`config.mk`:
```
export PLATFORM = sky130hd
export DESIGN_NAME = interrupt_controller12_flat
export DESIGN_NICKNAME = d
export VERILOG_FILES = /design/src/rtl/interrupt_controller12_pkg.sv /design/src/rtl/interrupt_controller12_if.sv /design/src/rtl/interrupt_controller12_sync.sv /design/src/rtl/interrupt_controller12.sv /design/src/flat_wrapper.sv
export SDC_FILE = /design/constraint.sdc
export NUM_CORES = 1
export LEC_CHECK = 0
export ABC_AREA = 1
export ABC_CLOCK_PERIOD_IN_PS = 2000
export CORE_MARGIN = 4
export CORE_UTILIZATION = 30
export DETAILED_ROUTE_END_ITERATION = 10
export HOLD_SLACK_MARGIN = 0.06
export PLACE_DENSITY_LB_ADDON = 0.12
export SLEW_MARGIN = 30
export SYNTH_ARGS = -nofsm -noshare
export SYNTH_HDL_FRONTEND = slang
export SYNTH_SLANG_ARGS = --single-unit
```
`constraint.sdc`:
```
create_clock -name clk -period 2 [get_ports clk]
set_input_delay 0.3 -clock clk [delete_from_list [all_inputs] [get_ports clk]]
set_output_delay 0.3 -clock clk [all_outputs]
set_load 0.05 [all_outputs]
```
`src/rtl/interrupt_controller12_pkg.sv`:
```
// Shared constants and types for the 24-line interrupt controller.
// Holds line count, vector width, register map and FSM state type.
package processor12_pkg;

    localparam int N_IRQ  = 24;
    localparam int VEC_W  = 5;
    localparam int REG_W  = 12;
    localparam int ADDR_W = 2;

    localparam logic [ADDR_W-1:0] ADDR_IEN_LO  = 2'd0;
    localparam logic [ADDR_W-1:0] ADDR_IEN_HI  = 2'd1;
    localparam logic [ADDR_W-1:0] ADDR_PEND_LO = 2'd2;
    localparam logic [ADDR_W-1:0] ADDR_PEND_HI = 2'd3;

    typedef enum logic [1:0] {
        ST_IDLE    = 2'd0,
        ST_REQ     = 2'd1,
        ST_SERVICE = 2'd2
    } irq_state_t;

endpackage

```
`src/rtl/interrupt_controller12_if.sv`:
```
// Processor-side bus of the interrupt controller: register port
// (addr/we/wdata/rdata) and request handshake (req/vector/ack/eoi).
interface interrupt_controller12_if;
    import processor12_pkg::*;

    logic [ADDR_W-1:0] reg_addr;
    logic              reg_we;
    logic [REG_W-1:0]  reg_wdata;
    logic [REG_W-1:0]  reg_rdata;
    logic              int_req;
    logic [VEC_W-1:0]  int_vector;
    logic              int_ack;
    logic              int_eoi;

    modport master (
        output reg_addr, reg_we, reg_wdata, int_ack, int_eoi,
        input  reg_rdata, int_req, int_vector
    );

    modport slave (
        input  reg_addr, reg_we, reg_wdata, int_ack, int_eoi,
        output reg_rdata, int_req, int_vector
    );

endinterface

```
`src/rtl/interrupt_controller12_sync.sv`:
```
// One interrupt line: SYNC_STAGES-deep synchroniser plus rising-edge
// detector. Ports: clk, rst (async active-low), irq_in, edge_pulse.
module irq_sync_edge #(
    parameter int SYNC_STAGES = 2
) (
    input  logic clk,
    input  logic rst,
    input  logic irq_in,
    output logic edge_pulse
);

    logic [SYNC_STAGES-1:0] sync_q;
    logic                   prev_q;
    // Arming chain: edges are ignored until the synchroniser and the
    // history flop have both been refilled after reset, so a line held
    // high across reset release never looks like a fresh edge.
    logic [SYNC_STAGES:0]   arm_q;

    always_ff @(posedge clk or negedge rst) begin
        if (!rst) begin
            sync_q <= '0;
            prev_q <= 1'b0;
            arm_q  <= '0;
        end else begin
            sync_q[0] <= irq_in;
            for (int k = 1; k < SYNC_STAGES; k++)
                sync_q[k] <= sync_q[k-1];
            prev_q   <= sync_q[SYNC_STAGES-1];
            arm_q[0] <= 1'b1;
            for (int k = 1; k <= SYNC_STAGES; k++)
                arm_q[k] <= arm_q[k-1];
        end
    end

    assign edge_pulse = arm_q[SYNC_STAGES]
                      & sync_q[SYNC_STAGES-1]
                      & ~prev_q;

endmodule

```
`src/rtl/interrupt_controller12.sv`:
```
// Edge-triggered interrupt controller with enable/pending registers,
// fixed priority (line 0 highest) and a REQ/ack/eoi handshake.
// Ports: clk, rst (async active-low), irq_in[N_IRQ], bus (slave).
module interrupt_controller12 #(
    parameter int N_IRQ       = processor12_pkg::N_IRQ,
    parameter int SYNC_STAGES = 2
) (
    input  logic                     clk,
    input  logic                     rst,
    input  logic [N_IRQ-1:0]         irq_in,
    interrupt_controller12_if.slave  bus
);
    import processor12_pkg::*;

    localparam int LINES = 2 * REG_W;

    logic [N_IRQ-1:0] edge_hit;
    logic [LINES-1:0] edge_w;
    logic [LINES-1:0] w1c;
    logic [LINES-1:0] ien_q;
    logic [LINES-1:0] pend_q;
    logic [LINES-1:0] pend_d;
    logic [LINES-1:0] cand;
    logic [VEC_W-1:0] cand_idx;
    logic             cand_vld;
    logic             ack_take;
    irq_state_t       state_q;
    irq_state_t       state_d;
    logic [VEC_W-1:0] vec_q;
    logic [VEC_W-1:0] vec_d;

    for (genvar i = 0; i < N_IRQ; i++) begin : g_line
        irq_sync_edge #(
            .SYNC_STAGES (SYNC_STAGES)
        ) u_sync (
            .clk        (clk),
            .rst        (rst),
            .irq_in     (irq_in[i]),
            .edge_pulse (edge_hit[i])
        );
    end

    always_comb begin
        edge_w = '0;
        edge_w[N_IRQ-1:0] = edge_hit;
    end

    always_comb begin
        w1c = '0;
        if (bus.reg_we) begin
            unique case (bus.reg_addr)
                ADDR_PEND_LO: w1c[REG_W-1:0]     = bus.reg_wdata;
                ADDR_PEND_HI: w1c[LINES-1:REG_W] = bus.reg_wdata;
                default: ;
            endcase
        end
    end

    assign ack_take = (state_q == ST_REQ) && bus.int_ack;

    // Clears first, then new edges: a set in the same cycle wins.
    always_comb begin
        pend_d = pend_q & ~w1c;
        if (ack_take)
            pend_d[vec_q] = 1'b0;
        pend_d = pend_d | edge_w;
    end

    always_ff @(posedge clk or negedge rst) begin
        if (!rst) begin
            ien_q  <= '0;
            pend_q <= '0;
        end else begin
            pend_q <= pend_d;
            if (bus.reg_we && bus.reg_addr == ADDR_IEN_LO)
                ien_q[REG_W-1:0] <= bus.reg_wdata;
            if (bus.reg_we && bus.reg_addr == ADDR_IEN_HI)
                ien_q[LINES-1:REG_W] <= bus.reg_wdata;
        end
    end

    // Priority encoder: scan downward so the lowest index wins.
    always_comb begin
        cand     = pend_q & ien_q;
        cand_vld = |cand;
        cand_idx = '0;
        for (int i = LINES - 1; i >= 0; i--)
            if (cand[i])
                cand_idx = i[VEC_W-1:0];
    end

    always_ff @(posedge clk or negedge rst) begin
        if (!rst) begin
            state_q <= ST_IDLE;
            vec_q   <= '0;
        end else begin
            state_q <= state_d;
            vec_q   <= vec_d;
        end
    end

    always_comb begin
        state_d = state_q;
        vec_d   = vec_q;
        unique case (state_q)
            ST_IDLE: begin
                if (cand_vld) begin
                    state_d = ST_REQ;
                    vec_d   = cand_idx;
                end
            end
            ST_REQ: begin
                if (bus.int_ack)
                    state_d = ST_SERVICE;
                else if (w1c[vec_q])
                    state_d = ST_IDLE;
            end
            ST_SERVICE: begin
                if (bus.int_eoi)
                    state_d = ST_IDLE;
            end
            default: state_d = ST_IDLE;
        endcase
    end

    assign bus.int_req    = (state_q == ST_REQ);
    assign bus.int_vector = vec_q;

    always_comb begin
        bus.reg_rdata = '0;
        unique case (bus.reg_addr)
            ADDR_IEN_LO:  bus.reg_rdata = ien_q[REG_W-1:0];
            ADDR_IEN_HI:  bus.reg_rdata = ien_q[LINES-1:REG_W];
            ADDR_PEND_LO: bus.reg_rdata = pend_q[REG_W-1:0];
            ADDR_PEND_HI: bus.reg_rdata = pend_q[LINES-1:REG_W];
            default: ;
        endcase
    end

endmodule

```
`src/flat_wrapper.sv`:
```
// flat-port wrapper written by rule: the top's interface ports become plain ports
module interrupt_controller12_flat import processor12_pkg::*;
#(
    parameter int N_IRQ       = processor12_pkg::N_IRQ,
    parameter int SYNC_STAGES = 2
)
  (clk, rst, irq_in, bus_reg_addr, bus_reg_we, bus_reg_wdata, bus_int_ack, bus_int_eoi, bus_reg_rdata, bus_int_req, bus_int_vector);
  interrupt_controller12_if bus_i ();
  input  logic clk;
  input  logic rst;
  input  logic [N_IRQ-1:0] irq_in;
  input wire logic [$bits(bus_i.reg_addr)-1:0] bus_reg_addr;
  input wire logic [$bits(bus_i.reg_we)-1:0] bus_reg_we;
  input wire logic [$bits(bus_i.reg_wdata)-1:0] bus_reg_wdata;
  input wire logic [$bits(bus_i.int_ack)-1:0] bus_int_ack;
  input wire logic [$bits(bus_i.int_eoi)-1:0] bus_int_eoi;
  output wire logic [$bits(bus_i.reg_rdata)-1:0] bus_reg_rdata;
  output wire logic [$bits(bus_i.int_req)-1:0] bus_int_req;
  output wire logic [$bits(bus_i.int_vector)-1:0] bus_int_vector;
  assign bus_i.reg_addr = bus_reg_addr;
  assign bus_i.reg_we = bus_reg_we;
  assign bus_i.reg_wdata = bus_reg_wdata;
  assign bus_i.int_ack = bus_int_ack;
  assign bus_i.int_eoi = bus_int_eoi;
  assign bus_reg_rdata = bus_i.reg_rdata;
  assign bus_int_req = bus_i.int_req;
  assign bus_int_vector = bus_i.int_vector;
  interrupt_controller12 #(.N_IRQ(N_IRQ), .SYNC_STAGES(SYNC_STAGES)) u_core (.clk(clk), .rst(rst), .irq_in(irq_in), .bus(bus_i));
endmodule
```
# --- Yosys cells after proc, flatten, opt, wreduce, memory -nomap -nowiden ---
# Index checks and enable logic that the tools add are counted.
word_totals:
  ff_bits: 199
  out_inout_bits: 18
  word_cells: 212
op_classes:
  n_bitwise: 78
  n_lt_le_gt_ge: 2
  eq_ne: 8
  n_mux: 38
  reduce_logical: 9
op_table:
  columns: ["cell", "count"]
  rows:
  - ["2-to-1 mux 5 bit", 24]
  - ["bitwise AND 24 bit", 3]
  - ["bitwise AND 1 bit", 48]
  - ["2-to-1 mux 24 bit", 2]
  - ["NOT 24 bit", 2]
  - ["one-hot mux 12 bit (4 select lines)", 1]
  - ["2-to-1 mux 12 bit", 2]
  - ["NOT 1 bit", 24]
  - ["OR 24 bit", 1]
  - ["OR reduction 24 bit", 1]
  - ["2-to-1 mux 2 bit", 4]
  - ["equality test 2 bit, second input constant", 3]
  - ["less-than comparator 5 x 6 -> 1 bit, second input constant", 1]
  - ["one-hot mux 2 bit (3 select lines)", 1]
  - ["binary-select mux 1 bit (select 5 bit)", 1]
  - ["demux 1 bit (select 5 bit)", 1]
  - ["greater-or-equal comparator 5 x 1 -> 1 bit, second input constant", 1]
  - ["equality test 2 x 1 -> 1 bit, second input constant", 2]
  - ["logical AND 1 bit", 4]
  - ["logical NOT 2 bit", 2]
  - ["!= test 3 x 2 -> 1 bit, second input constant", 1]
  - ["AND reduction 3 bit", 1]
  - ["2-to-1 mux 1 bit", 2]
  - ["!= test 2 x 1 -> 1 bit, second input constant", 1]
  - ["other kinds (2)", 2]

# --- Logic depth before layout (Yosys ltp) ---
logic_depth:
  depth_word: 25
  ltp_mapped: 26

# --- Hierarchy ---
# From an unflattened synthesis, not the netlist that was laid out.
hier_totals:
  cells_unflattened: 665
  hier_area_um2: 7115.6
modules_own_cells:
  columns: ["mod", "area_per_inst_um2", "seq_area_each_um2", "n_inst", "cells_per_inst"]
  rows:
  - ["irq_sync_edge", 163.9, 150.1, 24, 9]
  - ["interrupt_controller12", 3181.8, 1376.3, 1, 449]

# --- Worst setup path before layout ---
# OpenSTA, ideal clock, no wires.
synth_path:
  kind: "flip-flop to flip-flop"
  from: "register u_core.state_q[1]"
  to: "register u_core.pend_q[13]"
  slack_ps: 143
  n_path_buf: 0
  stages_incl_launch_ff: 7
  setup_time_ps: 130
  arrival_ps: 1727
  synth_period_minus_slack_ps: 1857
  cell_sequence: "dfrtp_1 nor2_1 nand2_1 inv_1 nand2_1 o211ai_1 o21ai_0"
synth_between:
  elab_chain_cells: 4
synth_lines:
  columns: ["item", "line", "source"]
  rows:
  - ["from (decl)", "interrupt_controller12.sv:27", "irq_state_t state_q;"]
  - ["from (signal assigned)", "interrupt_controller12.sv:97", "state_q <= state_d;"]
  - ["equality test 2 x 1 -> 1 bit", null, null]
  - ["named net bus_int_req", "flat_wrapper.sv:18", "output wire logic [$bits(bus_i.int_req)-1:0] bus_int_req;"]
  - ["logical AND 1 bit", "interrupt_controller12.sv:59", "assign ack_take = (state_q == ST_REQ) && bus.int_ack;"]
  - ["2-to-1 mux 24 bit", "interrupt_controller12.sv:64", "if (ack_take)"]
  - ["OR 24 bit", "interrupt_controller12.sv:66", "pend_d = pend_d | edge_w;"]
  - ["named net u_core.pend_d[13]", "interrupt_controller12.sv:22", "logic [LINES-1:0] pend_d;"]
  - ["to (signal assigned)", "interrupt_controller12.sv:74", "pend_q <= pend_d;"]
  - ["to (decl)", "interrupt_controller12.sv:21", "logic [LINES-1:0] pend_q;"]
# The timed path passes the listed nets, and every way through them passes these cells.
# A chain may end at the register's enable or synchronous reset.

# --- Final worst setup path ---
layout_path:
  from: "register u_core.pend_q[23]"
  to: "register u_core.vec_q[0] (netlist: u_core.bus.int_vector[0])"
layout_between:
  elab_chain_cells: 25
  elab_cells_between_ends: 27
layout_lines:
  columns: ["item", "line", "source"]
  rows:
  - ["bitwise AND 24 bit (*)", "interrupt_controller12.sv:84", "cand = pend_q & ien_q;"]
  - ["2-to-1 mux 5 bit (24 in a row)", "interrupt_controller12.sv:88", "if (cand[i])"]
  - ["to (signal assigned)", "interrupt_controller12.sv:98", "vec_q <= vec_d;"]
  - ["to (decl)", "interrupt_controller12.sv:29", "logic [VEC_W-1:0] vec_q;"]
# Every way passes the cells marked *; elsewhere a longest branch is shown, timed or not.

==> run metrics <==
Mapped Area=5130 sq um; WL per Instance=17.6 um; DR vias=4170; NetSw=3.14 mW; Post-Layout Cell Count=881; outcome=complete, but fails checks; placed cell count=847; WS Path Type=flop to flop; clock transition at the registers of the reported paths=~0.06 ns; Hold Vio Cnt, Final=0; final worst slack=-0.00270 ns; Design Power=just under 9 mW; Pre-antenna DRT Iters=5; RD Place Congestion=0.930; Comb pwr share=0.282; CORE AREA=16600 sq um; Mapped Cells=536; total clock sinks=130; width of the die=139 um; CTS tree=done; first-pass GRT wire length=24200 um; number of global-route vias before repair=between 4000 and 5000; Leak Pwr=3.21 nW; unrepaired setup endpoints after global routing=yes; Final Net Count=692; PD cells=1230 nW/um^2; Skew-Pair Late Insertion Delay=around 0.41 ns; Antenna Nets Post-Route=0; Ports=61; Area Growth Syn to Fin=37.1%; Initial Util=0.308; Synthesized Nets=579; Max VDD drop=roughly 630 uV; Post-Route Skew=0.00558 ns; worst slew pin tran=0.510 ns; sequential share of power=0.389; DRC=0; Tcrit/Tclk final=1.00; layout cells sized above 1=0.180; post-DP HPWL=11600 um; GR Overflow Total=0; largest net degree at the start of global routing=90; Root Driver=clkbuf_16; drt first-iter violations=312; crit path time final=2.00 ns; syn avg cell area=9.57 sq um; relative slew slack=0.662; global router's overall resource usage=0.165; Worst Setup End Kind=flop; cts bufs inserted=17; clock network power share=0.328; die height=139 um; internal power=5.51 mW; Slew Limit Fails=0; Yosys cell types=29; Crit path arrival time=2.31 ns; Port Buffer Count=60; Switching Fraction=0.363; Max Cap Viol=0; sequential share of the synthesized area=0.634; CP Launch Type=flop; crit path max fanout=2; Req. time, crit path=approximately 2.3 ns; count of final setup violators=1; final wirelength=15500 um; die area=19300 sq um; # rows=47; Synth Warn #=0; H-tree depth=4; Max clock buf depth=2; Hold Crit Class=input port to asynchronous set/reset pin; FMAX=roughly 500 MHz; post-synthesis register bit count=130; failing checks=setup timing; antenna violations before repair=0; vias per cell=4.73; ant diodes=0
==> placed cells by master, fill, tap and decap left out, types with 2 or more instances in the layout <==
cell	instances
buf_12	16
nand2_1	162
inv_6	4
nand2_4	5
clkinvlp_4	3
nand2_2	10
inv_2	10
o2111ai_1	4
o21ai_1	16
o32ai_1	5
clkdlybuf4s50_1	39
a221oi_1	3
o22ai_1	15
o211ai_1	11
nor2_1	33
nor3_1	18
nor2_2	2
dlygate4sd2_1	6
clkbuf_16	17
clkinv_4	3
inv_1	36
o31ai_1	2
dfrtp_1	130
nand3_1	12
nand4_1	9
o21ai_0	29
buf_4	42
a21oi_1	3
==> power groups by stage <==
stage          Clock (mW)  Sequential, mW  Combinational, mW
6_report             2.84            3.37               2.44
5_1_grt              3.04            3.41               2.66
4_1_cts              2.92            3.36               2.44
3_5_place_dp            0            3.40               2.45
3_3_place_gp            0            3.40               2.46
2_1_floorplan           0            3.43               1.22
==> worst max-delay path, cell delays in order (launching register included) <==
cell and delay (ns):
dfrtp_1 0.42, nand2_1 0.09, inv_1 0.04, nand2_1 0.05
nand2_1 0.05, nand2_1 0.05, nand2_1 0.05, nand2_1 0.06
nand2_1 0.05, nand2_1 0.07, nand2_1 0.05, nand2_1 0.05
nand2_1 0.05, nand2_2 0.08, nand2_1 0.05, nand2_1 0.05
nand2_1 0.04, nand2_1 0.07, nand2_1 0.06, nand2_1 0.07
nand2_1 0.05, nand2_1 0.07, nand2_1 0.05, nand2_1 0.06
nand2_1 0.05, nand2_1 0.06, nand2_1 0.05
==> through the flow <==
stage / cell area [sq um] / TNS (ns) / hold slack (ns) / utilization / worst slack (ns)
2_1_floorplan: 5130 / 0 / 0.00441 / - / 0.143
3_3_place_gp: 6450 / -0.410 / 0.223 / 0.387 / -0.169
3_5_place_dp: 6450 / -0.761 / 0.221 / 0.387 / -0.144
4_1_cts: 7000 / 0 / 0.301 / 0.421 / 0.00694
5_1_grt: 7030 / -0.226 / 0.294 / 0.423 / -0.226
6_report: 7030 / -0.00270 / 0.318 / 0.423 / -0.00270
==> worst paths after layout <==
kind	cells past startpoint	endpoint	slack, ns	from
setup reg to reg	26	u_core.bus.int_vector[0]	-0.003	u_core.pend_q[23]
hold reg to reg	0	u_core.g_line[16].u_sync.sync_q[1]	0.35	u_core.g_line[16].u_sync.sync_q[0]
setup / recovery	26	u_core.bus.int_vector[0]	-0.003	u_core.pend_q[23]
max in group asynchronous	3	u_core.pend_q[1]	0.91	rst
min in group clk	1	u_core.g_line[18].u_sync.sync_q[0]	0.32	irq_in[18]
hold / removal	2	u_core.g_line[10].u_sync.sync_q[0]	0.32	rst
==> registers in the layout, summed over array words and instances, names as in the netlist <==
name / flops
u_core.bus.int_vector: 5
u_core.g_line.u_sync.arm_q: 3
u_core.g_line.u_sync.prev_q: 24
u_core.g_line.u_sync.sync_q: 48
u_core.ien_q: 24
u_core.pend_q: 24
u_core.state_q: 2
==> per-layer routing <==
metal / share of wire / wire [um] / global-route usage
met1: 0.47 / 7250 / 0.229
met2: 0.47 / 7260 / 0.255
met3: 0.048 / 742 / 0.0403
met4: 0.019 / 290 / 0.0566
met5: 0 / 0 / 0
==> synth_stat cells (all sizes together) <==
cell / count / area share
nand2: 177 / 0.14
dfrtp: 130 / 0.63
inv: 46 / 0.034
o21ai: 45 / 0.044
nor2: 36 / 0.027
nor3: 18 / 0.018
o22ai: 15 / 0.018
nand3: 12 / 0.012
o211ai: 11 / 0.016
clkbuf: 10 / 0.0073
nand4: 9 / 0.011
o2111ai: 5 / 0.0085
o32ai: 5 / 0.0085
a21oi: 3 / 0.0029
a221oi: 3 / 0.0051
buf: 3 / 0.0034
o31ai: 2 / 0.0029
a22oi: 1 / 0.0015
a31oi: 1 / 0.0012
clkinv: 1 / 0.00073
conb: 1 / 0.00073
nand3b: 1 / 0.0015
o41ai: 1 / 0.0017
==> cell type report <==
cell class                      instances  area [sq um]
Timing Repair Buffer                  107          1120
Fill cell                            1618          9610
Clock inverter                         12           100
Tap cell                              220           275
Sequential cell                       130          3250
Inverter                               47           176
Clock buffer                           19           443
Multi-Input combinational cell        346          1670
==> cell families (layout without fill, tap and decap cells) <==
group | after synthesis | count (layout) | synth area share
AO/OA/AOI/OAI | 92 | 92 | 0.111
buffers and inverters | 60 | 185 | 0.0451
other | 1 | 1 | 0.000731
flip-flops | 130 | 130 | 0.634
AND/OR/NAND/NOR | 253 | 253 | 0.209
==> what timing repair did <==
item | 4_1_cts | 5_1_grt
gates cloned | 0 | 1
setup buffers | 0 | 1
hold buffers | 1 | 0
gates resized for setup | 10 | 5
endpoints found under the setup margin | 16 | 10
endpoints found under the hold margin | 21 | 0
Note: power is estimated with default switching activity, not from simulation.
